**src/rtl/hadamard_out_serializer.sv**
```systemverilog
// hadamard_out_serializer
// Captures the four complex SFP lanes that the butterfly presents on hadamard_done.
// Holds up to two such vectors in a ping-pong store and drains them one lane per
// cycle over a valid/ready stream.
// Optional feature macro: HADAMARD_SER_BITREV_EN. When it is defined, lanes are
// emitted in bit-reversed order (0,2,1,3). When it is undefined, the order is 0,1,2,3.
module hadamard_out_serializer #(
    parameter int expWidth    = 4,
    parameter int sigWidth    = 4,
    parameter int formatWidth = 9
) (
    input  logic                     clk,
    input  logic                     rst,
    input  logic                     hadamard_done,
    input  logic [formatWidth*4-1:0] in_real,
    input  logic [formatWidth*4-1:0] in_imag,
    output logic                     out_valid,
    input  logic                     out_ready,
    output logic [formatWidth-1:0]   out_real,
    output logic [formatWidth-1:0]   out_imag,
    output logic [1:0]               out_lane,
    output logic                     out_last,
    output logic                     busy,
    output logic                     overflow
);

    localparam int W = formatWidth;

    // Ping-pong store: two entries of four complex lanes each.
    logic [W-1:0] mem_real [0:1][0:3];
    logic [W-1:0] mem_imag [0:1][0:3];

    // Input vectors unpacked into per-lane words.
    logic [W-1:0] in_real_lane [0:3];
    logic [W-1:0] in_imag_lane [0:3];

    genvar gi;
    generate
        for (gi = 0; gi < 4; gi++) begin : g_unpack
            assign in_real_lane[gi] = in_real[W*gi +: W];
            assign in_imag_lane[gi] = in_imag[W*gi +: W];
        end
    endgenerate

    // Control state.
    logic         wp_reg, wp_next;
    logic         rp_reg, rp_next;
    logic [1:0]   count_reg, count_next;
    logic [1:0]   lane_reg, lane_next;
    logic         overflow_reg, overflow_next;
    logic [W-1:0] out_real_reg, out_real_next;
    logic [W-1:0] out_imag_reg, out_imag_next;

    logic         transfer;
    logic         pop;
    logic         capture;
    logic [1:0]   sel_next;

    // The internal counter always runs 0..3. Only the physical lane it selects changes.
    function automatic logic [1:0] lane_map(input logic [1:0] l);
`ifdef HADAMARD_SER_BITREV_EN
        return {l[0], l[1]};
`else
        return l;
`endif
    endfunction

    assign out_valid = (count_reg != 2'd0);
    assign transfer  = out_valid & out_ready;
    assign pop       = transfer & (lane_reg == 2'd3);
    // A full store still accepts a strobe when the pop frees an entry on the same edge.
    assign capture   = hadamard_done & ((count_reg != 2'd2) | pop);

    // Next-state logic. Output data is preloaded for whatever entry and lane will be
    // current after this edge. This lets a fresh capture appear on the very next cycle.
    always_comb begin
        count_next    = count_reg;
        rp_next       = rp_reg ^ pop;
        wp_next       = wp_reg ^ capture;
        lane_next     = transfer ? (lane_reg + 2'd1) : lane_reg;
        overflow_next = overflow_reg | (hadamard_done & (count_reg == 2'd2) & ~pop);
        out_real_next = '0;
        out_imag_next = '0;

        if (capture && !pop)
            count_next = count_reg + 2'd1;
        else if (pop && !capture)
            count_next = count_reg - 2'd1;

        sel_next = lane_map(lane_next);

        if (count_next != 2'd0) begin
            // The entry being written this edge is not yet in storage, so it is
            // taken straight from the inputs.
            if (capture && (wp_reg == rp_next)) begin
                out_real_next = in_real_lane[sel_next];
                out_imag_next = in_imag_lane[sel_next];
            end else begin
                out_real_next = mem_real[rp_next][sel_next];
                out_imag_next = mem_imag[rp_next][sel_next];
            end
        end
    end

    // Control and output registers, cleared asynchronously.
    always_ff @(posedge clk or posedge rst) begin
        if (rst) begin
            wp_reg       <= 1'b0;
            rp_reg       <= 1'b0;
            count_reg    <= 2'd0;
            lane_reg     <= 2'd0;
            overflow_reg <= 1'b0;
            out_real_reg <= '0;
            out_imag_reg <= '0;
        end else begin
            wp_reg       <= wp_next;
            rp_reg       <= rp_next;
            count_reg    <= count_next;
            lane_reg     <= lane_next;
            overflow_reg <= overflow_next;
            out_real_reg <= out_real_next;
            out_imag_reg <= out_imag_next;
        end
    end

    // Storage write on an accepted capture. Contents need no reset.
    always_ff @(posedge clk) begin
        if (capture) begin
            for (int i = 0; i < 4; i++) begin
                mem_real[wp_reg][i] <= in_real_lane[i];
                mem_imag[wp_reg][i] <= in_imag_lane[i];
            end
        end
    end

    assign out_real = out_real_reg;
    assign out_imag = out_imag_reg;
    assign out_lane = lane_map(lane_reg);
    assign out_last = out_valid & (lane_reg == 2'd3);
    assign busy     = (count_reg == 2'd2);
    assign overflow = overflow_reg;

endmodule

```
**config.mk**
```make
export PLATFORM = sky130hd
export DESIGN_NAME = hadamard_out_serializer
export DESIGN_NICKNAME = d
export VERILOG_FILES = /design/src/rtl/hadamard_out_serializer.sv
export SDC_FILE = /design/constraint.sdc
export NUM_CORES = 1
export LEC_CHECK = 0
export CORE_MARGIN = 1.5
export CORE_UTILIZATION = 35
export CTS_BUF_LIST = sky130_fd_sc_hd__clkbuf_16
export DETAILED_ROUTE_END_ITERATION = 6
export GPL_TIMING_DRIVEN = 1
export PLACE_DENSITY = 0.64
export RECOVER_POWER = 100
export SETUP_SLACK_MARGIN = 0.02
export SYNTH_ARGS = -nofsm -noshare
export SYNTH_HDL_FRONTEND = slang
export SYNTH_SLANG_ARGS = --single-unit
```
**constraint.sdc**
```tcl
create_clock -name clk -period 8.6 [get_ports clk]
set_clock_uncertainty 0.15 [all_clocks]
set_input_delay 1.72 -clock clk [delete_from_list [all_inputs] [get_ports clk]]
set_output_delay 1.72 -clock clk [all_outputs]
set_load 0.02 [all_outputs]
```
Word level (Yosys, flattened, before mapping)
Memory sizes are Yosys's and may differ from the RTL's. Cells that the tools add are included.

Bits in registers: 25. Bits in writable memories: 144. Input bits: 76. Output and inout bits: 24. Word-level logic and storage cells: 57. Memories kept: 2.

Add/sub/neg operators: 3. $lt $le $gt $ge: 1. Equality and inequality tests: 4. Multiplexer cells: 21. Bitwise gates (word level): 12. Reduce and logical (&&, ||, !) cells: 7.

Memories: mem_imag (words 2, width 36, read ports 1, clocked after memory_dff 0, write ports 1, line 31) `logic [W-1:0] mem_imag [0:1][0:3];`; mem_real (words 2, width 36, read ports 1, clocked after memory_dff 0, write ports 1, line 30) `logic [W-1:0] mem_real [0:1][0:3];`.

Operator list (count): $mux W9 (12); $bmux W9 S2 (4); $and A1 B1 Y1 (6); $mux W2 (3); $add A2 B1 Y2 const B (2); $eq A2 B2 Y1 const B (2); $reduce_bool A2 Y1 (2); $ge A3 B3 Y1 const B (1); $logic_and A1 B1 Y1 (3); $not A2 Y3 (1); $logic_not A1 Y1 (2); $mux W1 (2); $ne A2 B2 Y1 const B (1); $or A1 B1 Y1 (2); $sub A2 B1 Y2 const B (1); $xor A1 B1 Y1 (2); $eq A1 B1 Y1 (1); $not A1 Y1 (1).

Depth between registers and ports, before layout
Word-level depth: 11. Mapped depth: 10. Mapped depth without buffers: 7.

Worst setup path after synthesis
Ideal clock, no wire load.

Path kind: input port to flip-flop. From: input out_ready. To: memory mem_imag[0][0] (netlist name), enable pin. Arrival: 4.370 ns. Data required time: 8.012 ns. Setup slack: 3.642 ns. Cell stages on the path: 6. Buffers on the path: 3. Cell sequence: buf_2 -> nand3b_1 -> clkbuf_1 -> buf_2 -> a21oi_1 -> ha_1.

Cells in the longest elaborated chain, start to end: 6.

RTL lines: from (decl) (line 18) `input logic out_ready,`; $and A1 B1 Y1 (line 69) `assign transfer = out_valid & out_ready;`; $and A1 B1 Y1 (line 70) `assign pop = transfer & (lane_reg == 2'd3);`; $or A1 B1 Y1 (line 72) `assign capture = hadamard_done & ((count_reg != 2'd2) | pop);`; $and A1 B1 Y1 (line 72); $mux W1 (line 128) `if (capture) begin`; $mux W1 (not written as such) (line 131) `mem_imag[wp_reg][i] <= in_imag_lane[i];`; to (decl) (line 31).

Every way passes these cells.

Worst setup path in the final report
From: input out_ready. To: register out_imag_reg[3] (netlist: out_imag[3]).

Cells in the longest elaborated chain, start to end: 10. Elaborated cells on any way between the ends: 25. Those cells by class: eq/ne: 1; mux: 11; bitwise: 6; reduce/logical: 6; memory: 1.

RTL lines: $and A1 B1 Y1 (*) (line 69); parallel branches: the longest is 8 deep, another holds $mem_v2 Z2 W36; $mux W9 (*) (line 92) `if (count_next != 2'd0) begin`; via out_imag_next[3] (line 52) `logic [W-1:0] out_imag_reg, out_imag_next;`; to (signal assigned) (line 122) `out_imag_reg <= out_imag_next;`; to (decl) (line 52).

Mark *: on every way through the listed nets, which the timed path passes. The select of a mux whose other input is x is not followed.

==> results.md <==
Logic synthesis:
- In this run, synthesis inferred 144 flip-flops with an integrated enable.
- A synthesized cell averages between 10 and 15 um^2.
- The post-synthesis net count is 815.
- The cell type with the highest aggregate area in the netlist is edfxtp_1.
- The total number of yosys warnings is 0.
- The top flip-flop cell by instance count after synthesis is edfxtp_1.
- In the synthesized netlist, the cells that appear most often are edfxtp_1 (144), mux2i_1 (73), a31oi_1 (54), nand3_1 (54), clkbuf_1 (40).
- In the post-synthesis netlist, the cell with the most instances is edfxtp_1.
- The sequential element share of the synthesized area is 53.5%.
- The register bit count reported by yosys is 169.
- Sorting the synthesized cells by area gives the leading types as edfxtp_1 (47%), mux2i_1 (7.9%), dfrtp_1 (6.8%).
- Of the post-synthesis cell area, the dominant cell type holds 46.7%.
- The count of mapped cells out of synthesis is 734.
- The number of distinct standard cells referenced by the synthesized netlist is 51.
- In the synthesized netlist the async set-or-reset flop fraction comes to 14.8%.
- The mapped netlist covers approximately 9000 um^2.

GRT:
- The global-route wire length before repair is about 40 mm.
- The number of antenna violations at the first check in global routing is 0.
- In the global route stage, overall resource usage came out at between 10% and 20%.
- The overall overflow remaining after global route is 0.
- In the global route stage, met1 resource usage came out at 27.5%.
- After global routing, the most crowded layer is met2.
- For met3 alone, demand over resource in global routing was around 3.6%.
- The via count of the first global-routing pass is 6,617.
- The fraction of met2 tracks used by global routing is 30.9%.
- Entering global routing, the biggest net connects 85 pins.

Drt:
- For this block, the via count after detailed routing is between 6,000 and 7,000.
- For this block, the routed nets add up to ~27 mm of wire.
- The total DRC errors in the routed layout is 0.
- After detailed routing, the average wire length per cell comes to 23.6 um.
- The count of nets left with antenna violations once routing finished came out at 0.
- The mean number of vias per cell is 6.09.
- The number of search-and-repair iterations in the first detailed-routing pass is 5.
- The detailed router finished its first iteration with 720 violations.

Worst setup path:
- STA classifies the critical path endpoint as a register.
- The critical path is of the in2reg type.
- The end of the worst register-to-register path is out_imag[3].
- STA classifies the critical path startpoint as an input pin.
- In this run the register-to-register setup slack is 2.69 ns.
- The peak fanout along the critical path is 75.
- Counting cells, the worst reg-to-reg path comes to 7.
- The required time of the critical path is around 8.7 ns.
- The critical register-to-register path startpoint is count_reg[0].
- The arrival time of data at the critical path endpoint is 6.89 ns.

Clock network:
- In this run, post-CTS repair resized a total of 0 instances.
- After clock tree synthesis, the flow added hold-fix buffers numbering 0.
- The clock insertion delay at the later pin of the skew report is 0.43 ns.
- The CTS tree is done.
- Clock tree synthesis inserted a total of 17 buffers.
- Counting every sink on the clock net gives 169.
- Post-CTS timing repair inserted 0 buffers for setup.
- Counting along the longest clock path gives a buffer depth of 2.
- The H-tree depth is 4.
- The tree is rooted in a clkbuf_16.
- The clock transition time at the flip-flop clock pins of the worst setup and hold paths is 0.06 ns.

STA:
- Setup repair after global routing left no endpoint under its margin.
- Measured against its own limit, the worst slew margin works out to -145%.
- The final count of hold timing violations is 0.
- The clock period minus worst slack is 6.83 ns.
- The setup TNS after final layout is 0 ns.
- The final cycle utilization of the critical path is between 70% and 80%.
- The worst hold slack is 0.323 ns.
- Static timing analysis puts the maximum clock frequency at around 0.15 GHz.
- The number of setup violations in the final report is 0.
- The slew at the pin with the worst max-slew slack is 3.68 ns.
- The final count of pins violating max slew is 191.

Pwr:
- The power per cell area is between 300 and 400 nW/um^2.
- The static leakage is 0.00382 uW.
- The highest ir drop seen on vdd is 0.214 mV.

Final layout:
- The number of filler cells placed in the layout is 2,408.
- In the final layout, the multi-input gates occupy slightly below 4000 um^2.
- The utilization after layout is 42.1%.
- The area growth from synthesis to layout is 18.3%.
- In the final layout, the registers with the most flip-flops are mem_imag: 72 flops, mem_real: 72 flops.
- The post-route netlist has between 10% and 20% of its cells at a drive strength greater than 1.
- The antenna cell count is 0.
- The area of all sequential standard cells is 4950 um^2.
- In the final design database the tool counted 865 nets.

Die:
- The row count is 59.
- The die is 166 um wide.
- The die covers about 27,000 um^2.
- The starting density of the core is 35.6%.
- Measured along the y axis, the die boundary spans 166 um.
- The total I/O pin count is 100.
- The total core area is 26,000 um^2.

Hold path:
- In this run the most critical hold path is launched from overflow.
- The path with the worst hold slack has its endpoint at overflow.
- Counting instances, the worst hold path has a depth of 1.
- The worst min-delay path category is reg2reg.

Run status:
- The checks that failed: capacitance limit, slew limit.
- The flow ran to the end, but the final reports show violations.

Job:
- Across the run, the number of max-cap violations was 4.

Placed design:
- The HPWL after detailed placement is 16.0 mm.
- The quantity of I/O buffers inserted on ports is 99.
- The weighted congestion reported at the end of routability-driven placement is 0.772.
## report_power, final
group	total (uW)	internal (uW)	switching, uW
Combinational	2060	822	1240
Sequential	1300	1160	140
Clock	767	451	316
Total	4130	2440	1690
## layout by cell type (no fill, tap or decap), drive strengths merged, types with 19 or more instances in the layout
| master | count |
|---|---|
| a21oi | 22 |
| a31oi | 55 |
| and3 | 20 |
| clkbuf | 19 |
| dfrtp | 25 |
| dlygate4sd3 | 96 |
| edfxtp | 144 |
| mux2 | 19 |
| mux2i | 73 |
| nand2 | 21 |
| nand3 | 54 |
| o21ai | 20 |
| o311ai | 19 |
| o32ai | 36 |
## worst max-delay path by stage
stage | slack, ns | endpoint | start | cells after the start
CTS | 2.98 | out_imag[3] | out_ready | 6
global route | 1.44 | out_imag[3] | out_ready | 5
global placement | 2.55 | out_imag[1] | out_ready | 6
floorplan | 3.64 | mem_imag[0][0] | out_ready | 6
detailed placement | 2.55 | out_imag[4] | out_ready | 6
finish | 1.77 | out_imag[3] | out_ready | 5
## cell type report
class / count / share of cell area, %
Sequential cell: 169 / 45.2
Clock inverter: 15 / 1.47
Multi-Input combinational cell: 476 / 35.5
Clock buffer: 17 / 3.89
Inverter: 10 / 0.343
Tap cell: 335 / 3.83
Timing Repair Buffer: 110 / 9.74
## metal layers
layer,part of all wire [%],up-vias,wire length (um)
met4,2.0,0,544
met1,44,3484,11700
li1,-,3098,-
met2,48,282,12800
met5,0,-,0
met3,6.5,29,1750
## worst max-delay path, cell delays in order
cell	delay, ns
dlygate4sd3_1	1.12
and2b_4	1.01
mux2_1	0.92
a31oi_1	1.79
o211ai_1	0.27
## cells by family after synthesis
kind of cell / synth area share (%)
compound gates: 16.8
xor+xnor: 0.487
fa+ha+maj: 0.676
buf+inv: 4.46
flops: 53.5
mux: 14.6
simple gates: 9.47
## per-stage QoR
step | cell area, um^2 | worst slack [ns] | power [uW] | cells
global placement | 10400 | 2.55 | 3360 | 1100
global route | 10900 | 1.44 | 4350 | 1132
finish | 10900 | 1.77 | 4130 | 1132
floorplan | 9250 | 3.64 | 2820 | 734
detailed placement | 10400 | 2.55 | 3390 | 1100
CTS | 11000 | 2.98 | 4160 | 1132
Power figures use the tool's default switching activity.
